## src/rtl/seq_num_alloc_if.sv

```systemverilog
// Decode/commit/squash/redirect bundle around the sequence-number allocator.
// The master side drives requests and notifications; the slave side is the allocator.
interface seq_num_alloc_if #(
    parameter int p_seq_num_bits = 5
);
    logic                      alloc_val;
    logic                      alloc_rdy;
    logic [p_seq_num_bits-1:0] alloc_seq_num;
    logic                      commit_val;
    logic [p_seq_num_bits-1:0] commit_seq_num;
    logic                      squash_val;
    logic [p_seq_num_bits-1:0] squash_seq_num;
    logic [31:0]               squash_target;
    logic                      redirect_val;
    logic [31:0]               redirect_target;
    logic [p_seq_num_bits:0]   inflight;
    logic                      full;
    logic                      empty;
    logic                      err;

    modport master (
        output alloc_val, commit_val, commit_seq_num,
               squash_val, squash_seq_num, squash_target,
        input  alloc_rdy, alloc_seq_num, redirect_val, redirect_target,
               inflight, full, empty, err
    );

    modport slave (
        input  alloc_val, commit_val, commit_seq_num,
               squash_val, squash_seq_num, squash_target,
        output alloc_rdy, alloc_seq_num, redirect_val, redirect_target,
               inflight, full, empty, err
    );
endinterface

```

## src/rtl/seq_num_alloc.sv

```systemverilog
// In-order sequence-number allocator: hands out numbers at tail, retires at head,
// rewinds tail on an accepted squash and pulses a registered fetch redirect.
module seq_num_alloc #(
    parameter int p_seq_num_bits = 5
) (
    input  logic          clk,
    input  logic          rst,
    seq_num_alloc_if.slave bus
);
    localparam int W = p_seq_num_bits;
    localparam logic [W:0]   CAP   = {1'b1, {W{1'b0}}};
    localparam logic [W-1:0] ONE_S = {{(W-1){1'b0}}, 1'b1};
    localparam logic [W:0]   ONE_C = {{W{1'b0}}, 1'b1};

    logic [W-1:0] head_q, head_d;
    logic [W-1:0] tail_q, tail_d;
    logic [W:0]   count_q, count_d;
    logic         redirect_val_q, redirect_val_d;
    logic [31:0]  redirect_target_q, redirect_target_d;
    logic         err_q, err_d;

    logic         commit_ok;
    logic         commit_of_s;
    logic         squash_acc;
    logic         alloc_fire;
    logic [W-1:0] head_pc;
    logic [W:0]   count_pc;
    logic [W-1:0] s_off;

    assign bus.alloc_seq_num   = tail_q;
    assign bus.alloc_rdy       = rst && (count_q != CAP) && !bus.squash_val;
    assign bus.inflight        = count_q;
    assign bus.full            = rst && (count_q == CAP);
    assign bus.empty           = !rst || (count_q == '0);
    assign bus.err             = err_q;
    assign bus.redirect_val    = redirect_val_q;
    assign bus.redirect_target = redirect_target_q;

    always_comb begin
        commit_ok   = bus.commit_val && (count_q != '0) && (bus.commit_seq_num == head_q);
        head_pc     = commit_ok ? head_q + ONE_S : head_q;
        count_pc    = commit_ok ? count_q - ONE_C : count_q;
        // Distance of the squasher from the post-commit head; in flight iff below count.
        s_off       = bus.squash_seq_num - head_pc;
        commit_of_s = commit_ok && (bus.commit_seq_num == bus.squash_seq_num);
        squash_acc  = bus.squash_val && (commit_of_s || ({1'b0, s_off} < count_pc));
        alloc_fire  = bus.alloc_val && bus.alloc_rdy;

        head_d            = head_pc;
        tail_d            = tail_q;
        count_d           = count_pc;
        redirect_val_d    = 1'b0;
        redirect_target_d = redirect_target_q;
        err_d             = err_q;

        if (bus.commit_val && !commit_ok) begin
            err_d = 1'b1;
        end

        if (squash_acc) begin
            tail_d            = bus.squash_seq_num + ONE_S;
            // s_off+1 spans 1..C, so a full queue squashed at its youngest keeps count C.
            count_d           = commit_of_s ? '0 : {1'b0, s_off} + ONE_C;
            redirect_val_d    = 1'b1;
            redirect_target_d = bus.squash_target;
        end else if (alloc_fire) begin
            tail_d  = tail_q + ONE_S;
            count_d = count_pc + ONE_C;
        end
    end

    always_ff @(posedge clk) begin
        if (!rst) begin
            head_q            <= '0;
            tail_q            <= '0;
            count_q           <= '0;
            redirect_val_q    <= 1'b0;
            redirect_target_q <= '0;
            err_q             <= 1'b0;
        end else begin
            head_q            <= head_d;
            tail_q            <= tail_d;
            count_q           <= count_d;
            redirect_val_q    <= redirect_val_d;
            redirect_target_q <= redirect_target_d;
            err_q             <= err_d;
        end
    end
endmodule

```

## src/flat_wrapper.sv

```systemverilog
// flat-port wrapper written by rule: the top's interface ports become plain ports
module seq_num_alloc_flat 
#(
    parameter int p_seq_num_bits = 5
)
  (clk, rst, bus_alloc_val, bus_commit_val, bus_commit_seq_num, bus_squash_val, bus_squash_seq_num, bus_squash_target, bus_alloc_rdy, bus_alloc_seq_num, bus_redirect_val, bus_redirect_target, bus_inflight, bus_full, bus_empty, bus_err);
  seq_num_alloc_if #(.p_seq_num_bits(p_seq_num_bits)) bus_i ();
  input  logic clk;
  input  logic rst;
  input wire logic [$bits(bus_i.alloc_val)-1:0] bus_alloc_val;
  input wire logic [$bits(bus_i.commit_val)-1:0] bus_commit_val;
  input wire logic [$bits(bus_i.commit_seq_num)-1:0] bus_commit_seq_num;
  input wire logic [$bits(bus_i.squash_val)-1:0] bus_squash_val;
  input wire logic [$bits(bus_i.squash_seq_num)-1:0] bus_squash_seq_num;
  input wire logic [$bits(bus_i.squash_target)-1:0] bus_squash_target;
  output wire logic [$bits(bus_i.alloc_rdy)-1:0] bus_alloc_rdy;
  output wire logic [$bits(bus_i.alloc_seq_num)-1:0] bus_alloc_seq_num;
  output wire logic [$bits(bus_i.redirect_val)-1:0] bus_redirect_val;
  output wire logic [$bits(bus_i.redirect_target)-1:0] bus_redirect_target;
  output wire logic [$bits(bus_i.inflight)-1:0] bus_inflight;
  output wire logic [$bits(bus_i.full)-1:0] bus_full;
  output wire logic [$bits(bus_i.empty)-1:0] bus_empty;
  output wire logic [$bits(bus_i.err)-1:0] bus_err;
  assign bus_i.alloc_val = bus_alloc_val;
  assign bus_i.commit_val = bus_commit_val;
  assign bus_i.commit_seq_num = bus_commit_seq_num;
  assign bus_i.squash_val = bus_squash_val;
  assign bus_i.squash_seq_num = bus_squash_seq_num;
  assign bus_i.squash_target = bus_squash_target;
  assign bus_alloc_rdy = bus_i.alloc_rdy;
  assign bus_alloc_seq_num = bus_i.alloc_seq_num;
  assign bus_redirect_val = bus_i.redirect_val;
  assign bus_redirect_target = bus_i.redirect_target;
  assign bus_inflight = bus_i.inflight;
  assign bus_full = bus_i.full;
  assign bus_empty = bus_i.empty;
  assign bus_err = bus_i.err;
  seq_num_alloc #(.p_seq_num_bits(p_seq_num_bits)) u_core (.clk(clk), .rst(rst), .bus(bus_i));
endmodule
```

## config.mk

```make
export PLATFORM = sky130hd
export DESIGN_NAME = seq_num_alloc_flat
export DESIGN_NICKNAME = d
export VERILOG_FILES = /design/src/rtl/seq_num_alloc_if.sv /design/src/rtl/seq_num_alloc.sv /design/src/flat_wrapper.sv
export SDC_FILE = /design/constraint.sdc
export NUM_CORES = 1
export LEC_CHECK = 0
export ABC_AREA = 1
export CAP_MARGIN = 20
export CORE_UTILIZATION = 40
export DETAILED_ROUTE_END_ITERATION = 16
export GPL_TIMING_DRIVEN = 0
export HOLD_SLACK_MARGIN = 0.06
export PLACE_DENSITY = 0.79
export SLEW_MARGIN = 20
export SYNTH_ARGS = -nofsm -noshare
export SYNTH_HDL_FRONTEND = slang
export SYNTH_SLANG_ARGS = --single-unit
export TNS_END_PERCENT = 20
```

## constraint.sdc

```tcl
create_clock -name clk -period 7.4 [get_ports clk]
set_clock_uncertainty 0.05 [all_clocks]
set_input_delay 1.48 -clock clk [delete_from_list [all_inputs] [get_ports clk]]
set_output_delay 1.48 -clock clk [all_outputs]
set_load 0.005 [all_outputs]
```

==> impl_metrics.json <==
{
  "status": "complete, no violations",
  "max_freq_ghz": 0.1806,
  "netlist_area_sq_um": 2853,
  "cp.required_ns": 7.56,
  "worstSetupPathType": "input pin to flip-flop",
  "maxCapViolations": 0,
  "grt_overflow": 0,
  "areaGrowthSynthToFinish_pct": 40.09,
  "synth_cells": 424,
  "synth_seq_cells": 50,
  "grt_pass1_wl_mm": 12.62,
  "rows": 30,
  "core_sq_um": 6832,
  "hp-start": "u_core.bus.err",
  "ff2ff_path_depth": 34,
  "min_to": "u_core.bus.err",
  "final_cells": 621,
  "drv_slew": 0,
  "cts_htree_levels": 2,
  "holdWs_ns": 0.4366,
  "slowest_stage": "clkdlybuf4s50_1",
  "synthTopCellsByArea": "dfxtp_1, nand2_1, nor2_1, o21ai_0, inv_1",
  "gp_congestion": 0.8762,
  "post-cts-setup-buffers": 0,
  "antenna_found_initial": 0,
  "cp-end-kind": "flip-flop",
  "startpoint_type": "input pin",
  "cts_tree": "built",
  "clk_pin_slew_ns": 0.08,
  "synth_cell_types": 31,
  "worstHoldPathCells": 2,
  "routed_via_density": 4.794,
  "syn_nets": 483,
  "drc": 0,
  "synth_most_common_cell": "nand2_1",
  "ctsRootBufferMaster": "clkbuf_8",
  "syn_avg_cell_area_sq_um": 6.728,
  "final_nets": 584,
  "wire_per_inst_um": 12.33,
  "synth_common_cells": "nand2_1, nor2_1, dfxtp_1",
  "final_util_pct": 58.50,
  "cts_buffers": 5,
  "dr.pass1.iters": 4,
  "grt_pass1_vias": 2792,
  "post_cts_resized": 0,
  "drtAntennaViolNets": 0,
  "clock-sinks": 50,
  "synthFlopType": "dfxtp_1",
  "rsz0062_at_grt": "no",
  "clock_latency_ns": 0.30,
  "cts_max_path_buffers": 2,
  "cpPeakStageDelay_ns": 0.53,
  "grt_start_max_net_pins": 16,
  "synthArstFlopShare_pct": 0,
  "crit_arrival_ns": 5.69,
  "finalHoldViolCount": 0,
  "synth_top_area_cell": "dfxtp_1",
  "pin_count": 95,
  "setup_viol": 0,
  "fin_total_pwr_mw": 0.7921,
  "cp_common_cell": "nand2_1",
  "vias": 2977,
  "seqCellArea_sq_um": 1001,
  "cts_hold_buf": 0,
  "numPortBuffers": 94,
  "synth_top_area_share_pct": 35.09,
  "wl_mm": 7.657,
  "num-fill-cells": 650,
  "dpl.cell_count": 614,
  "ys.warnings.count": 0,
  "timing.rr.start": "u_core.bus.inflight[0]",
  "die_w_um": 86.45,
  "timing.setup.tns_ns": 0,
  "dpl.hpwl_mm": 5.988,
  "tightest_slew_ns": 0.5909,
  "dr.first_iter.drc_count": 148,
  "ir_drop_uv": 79.23,
  "synth_edf_count": 0,
  "reg2reg_slack_ns": 2.93,
  "p_leak_nw": 1.786,
  "final.period_utilization_pct": 74.84,
  "initial_core_util_pct": 41.76,
  "diodes": 0,
  "hold_path_class": "flip-flop to flip-flop",
  "power_density_nw_per_um2": 198.2,
  "relSlewSlack_pct": 60.61,
  "drive_above_1_share_pct": 7.810,
  "multi_input_area_sq_um": 1588,
  "min_period_ns": 5.538,
  "grt_use_total_pct": 21.31,
  "seq_area_frac_synth_pct": 35.09,
  "die_h_um": 86.45,
  "cp_max_fo": 10,
  "r2r-end": "u_core.bus.alloc_seq_num[4]",
  "die_area_sq_um": 7474
}
==> report_power, final <==
| part | switching [mW] | leakage, nW | internal (mW) | total, mW |
|---|---|---|---|---|
| clock network | 0.0907 | 0.0444 | 0.0655 | 0.156 |
| registers | 0.0233 | 0.410 | 0.308 | 0.332 |
| logic | 0.151 | 1.33 | 0.153 | 0.304 |
| total | 0.265 | 1.79 | 0.527 | 0.792 |
==> through the flow <==
| step | setup slack (ns) | cell area [sq um] |
|---|---|---|
| finish | 1.862 | 3996 |
| CTS | 1.882 | 3996 |
| global placement | 1.639 | 3914 |
| global route | 1.441 | 3996 |
| detailed placement | 1.567 | 3914 |
| floorplan | 2.589 | 2853 |
==> final cells by class <==
| type | instances | share of cell area, % |
|---|---|---|
| plain buffers | 14 | 1.816 |
| clock buffers | 5 | 1.722 |
| clock inverters | 2 | 0.3444 |
| inverters | 51 | 4.790 |
| multi-input cells | 309 | 39.73 |
| flip-flops and latches | 50 | 25.05 |
| well taps | 96 | 3.006 |
| repair buffers | 94 | 23.54 |
==> placed cells by master, fill, tap and decap left out <==
cell and instances:
a21oi_1 11, a21oi_2 2, buf_2 4, buf_6 2
clkbuf_1 8, clkbuf_8 5, clkdlybuf4s50_1 94, clkinv_1 1
clkinv_2 1, dfxtp_1 50, ha_1 12, inv_1 44
inv_2 6, inv_6 1, nand2_1 87, nand2_2 8
nand3_1 29, nand3_2 1, nand3b_1 2, nand4_1 6
nor2_1 78, nor2_2 5, nor2_4 1, nor2_8 1
nor3_1 5, nor4_1 1, o211ai_1 1, o21ai_0 39
o21ai_1 2, o21ai_2 1, or2_2 1, xnor2_1 4
xnor2_4 1, xor2_1 10, xor2_2 1
==> critical path: cells and delay by family <==
family	cells	cell delay, ns
adder cells (fa/ha/maj)	3	0.93
buffers and inverters	9	1.27
AND/OR/NAND/NOR	21	1.64
XOR/XNOR	1	0.18
AO/OA/AOI/OAI	2	0.20
==> worst max-delay path by stage <==
stage	to	depth (start not counted)	slack, ns	start
6_report	u_core.bus.alloc_seq_num[4]	36	1.86	bus_commit_seq_num[3]
5_1_grt	u_core.bus.alloc_seq_num[4]	36	1.44	bus_commit_seq_num[3]
4_1_cts	u_core.bus.alloc_seq_num[4]	36	1.88	bus_commit_seq_num[3]
3_5_place_dp	u_core.bus.alloc_seq_num[4]	36	1.57	bus_commit_seq_num[3]
3_3_place_gp	u_core.bus.alloc_seq_num[4]	36	1.64	bus_commit_seq_num[3]
2_1_floorplan	u_core.bus.alloc_seq_num[4]	35	2.59	bus_commit_seq_num[1]
==> flip-flops by register name, indices dropped and copies added, names as in the netlist <==
name                        flops
u_core.bus.redirect_target     32
u_core.bus.inflight             6
u_core.bus.alloc_seq_num        5
u_core.head_q                   5
u_core.bus.err                  1
u_core.bus.redirect_val         1
==> per-layer routing <==
metal / wire (um) / global-route usage (%) / part of all wire [%]
met1: 3355 / 26.22 / 44
met2: 3539 / 36.36 / 46
met3: 577 / 4.952 / 7.5
met4: 185 / 7.727 / 2.4
met5: 0 / 0 / 0
==> logic make-up after synthesis <==
logic type	after synthesis	share of synthesized area, %
AOI/OAI and AO/OA	56	10.31
DFF	50	35.09
xor gates and xnor gates	16	5.833
and+or+nand+nor	225	34.25
buffers and inverters	65	9.254
adders and majority gates	12	5.263
(Power assumes the default switching activity.)
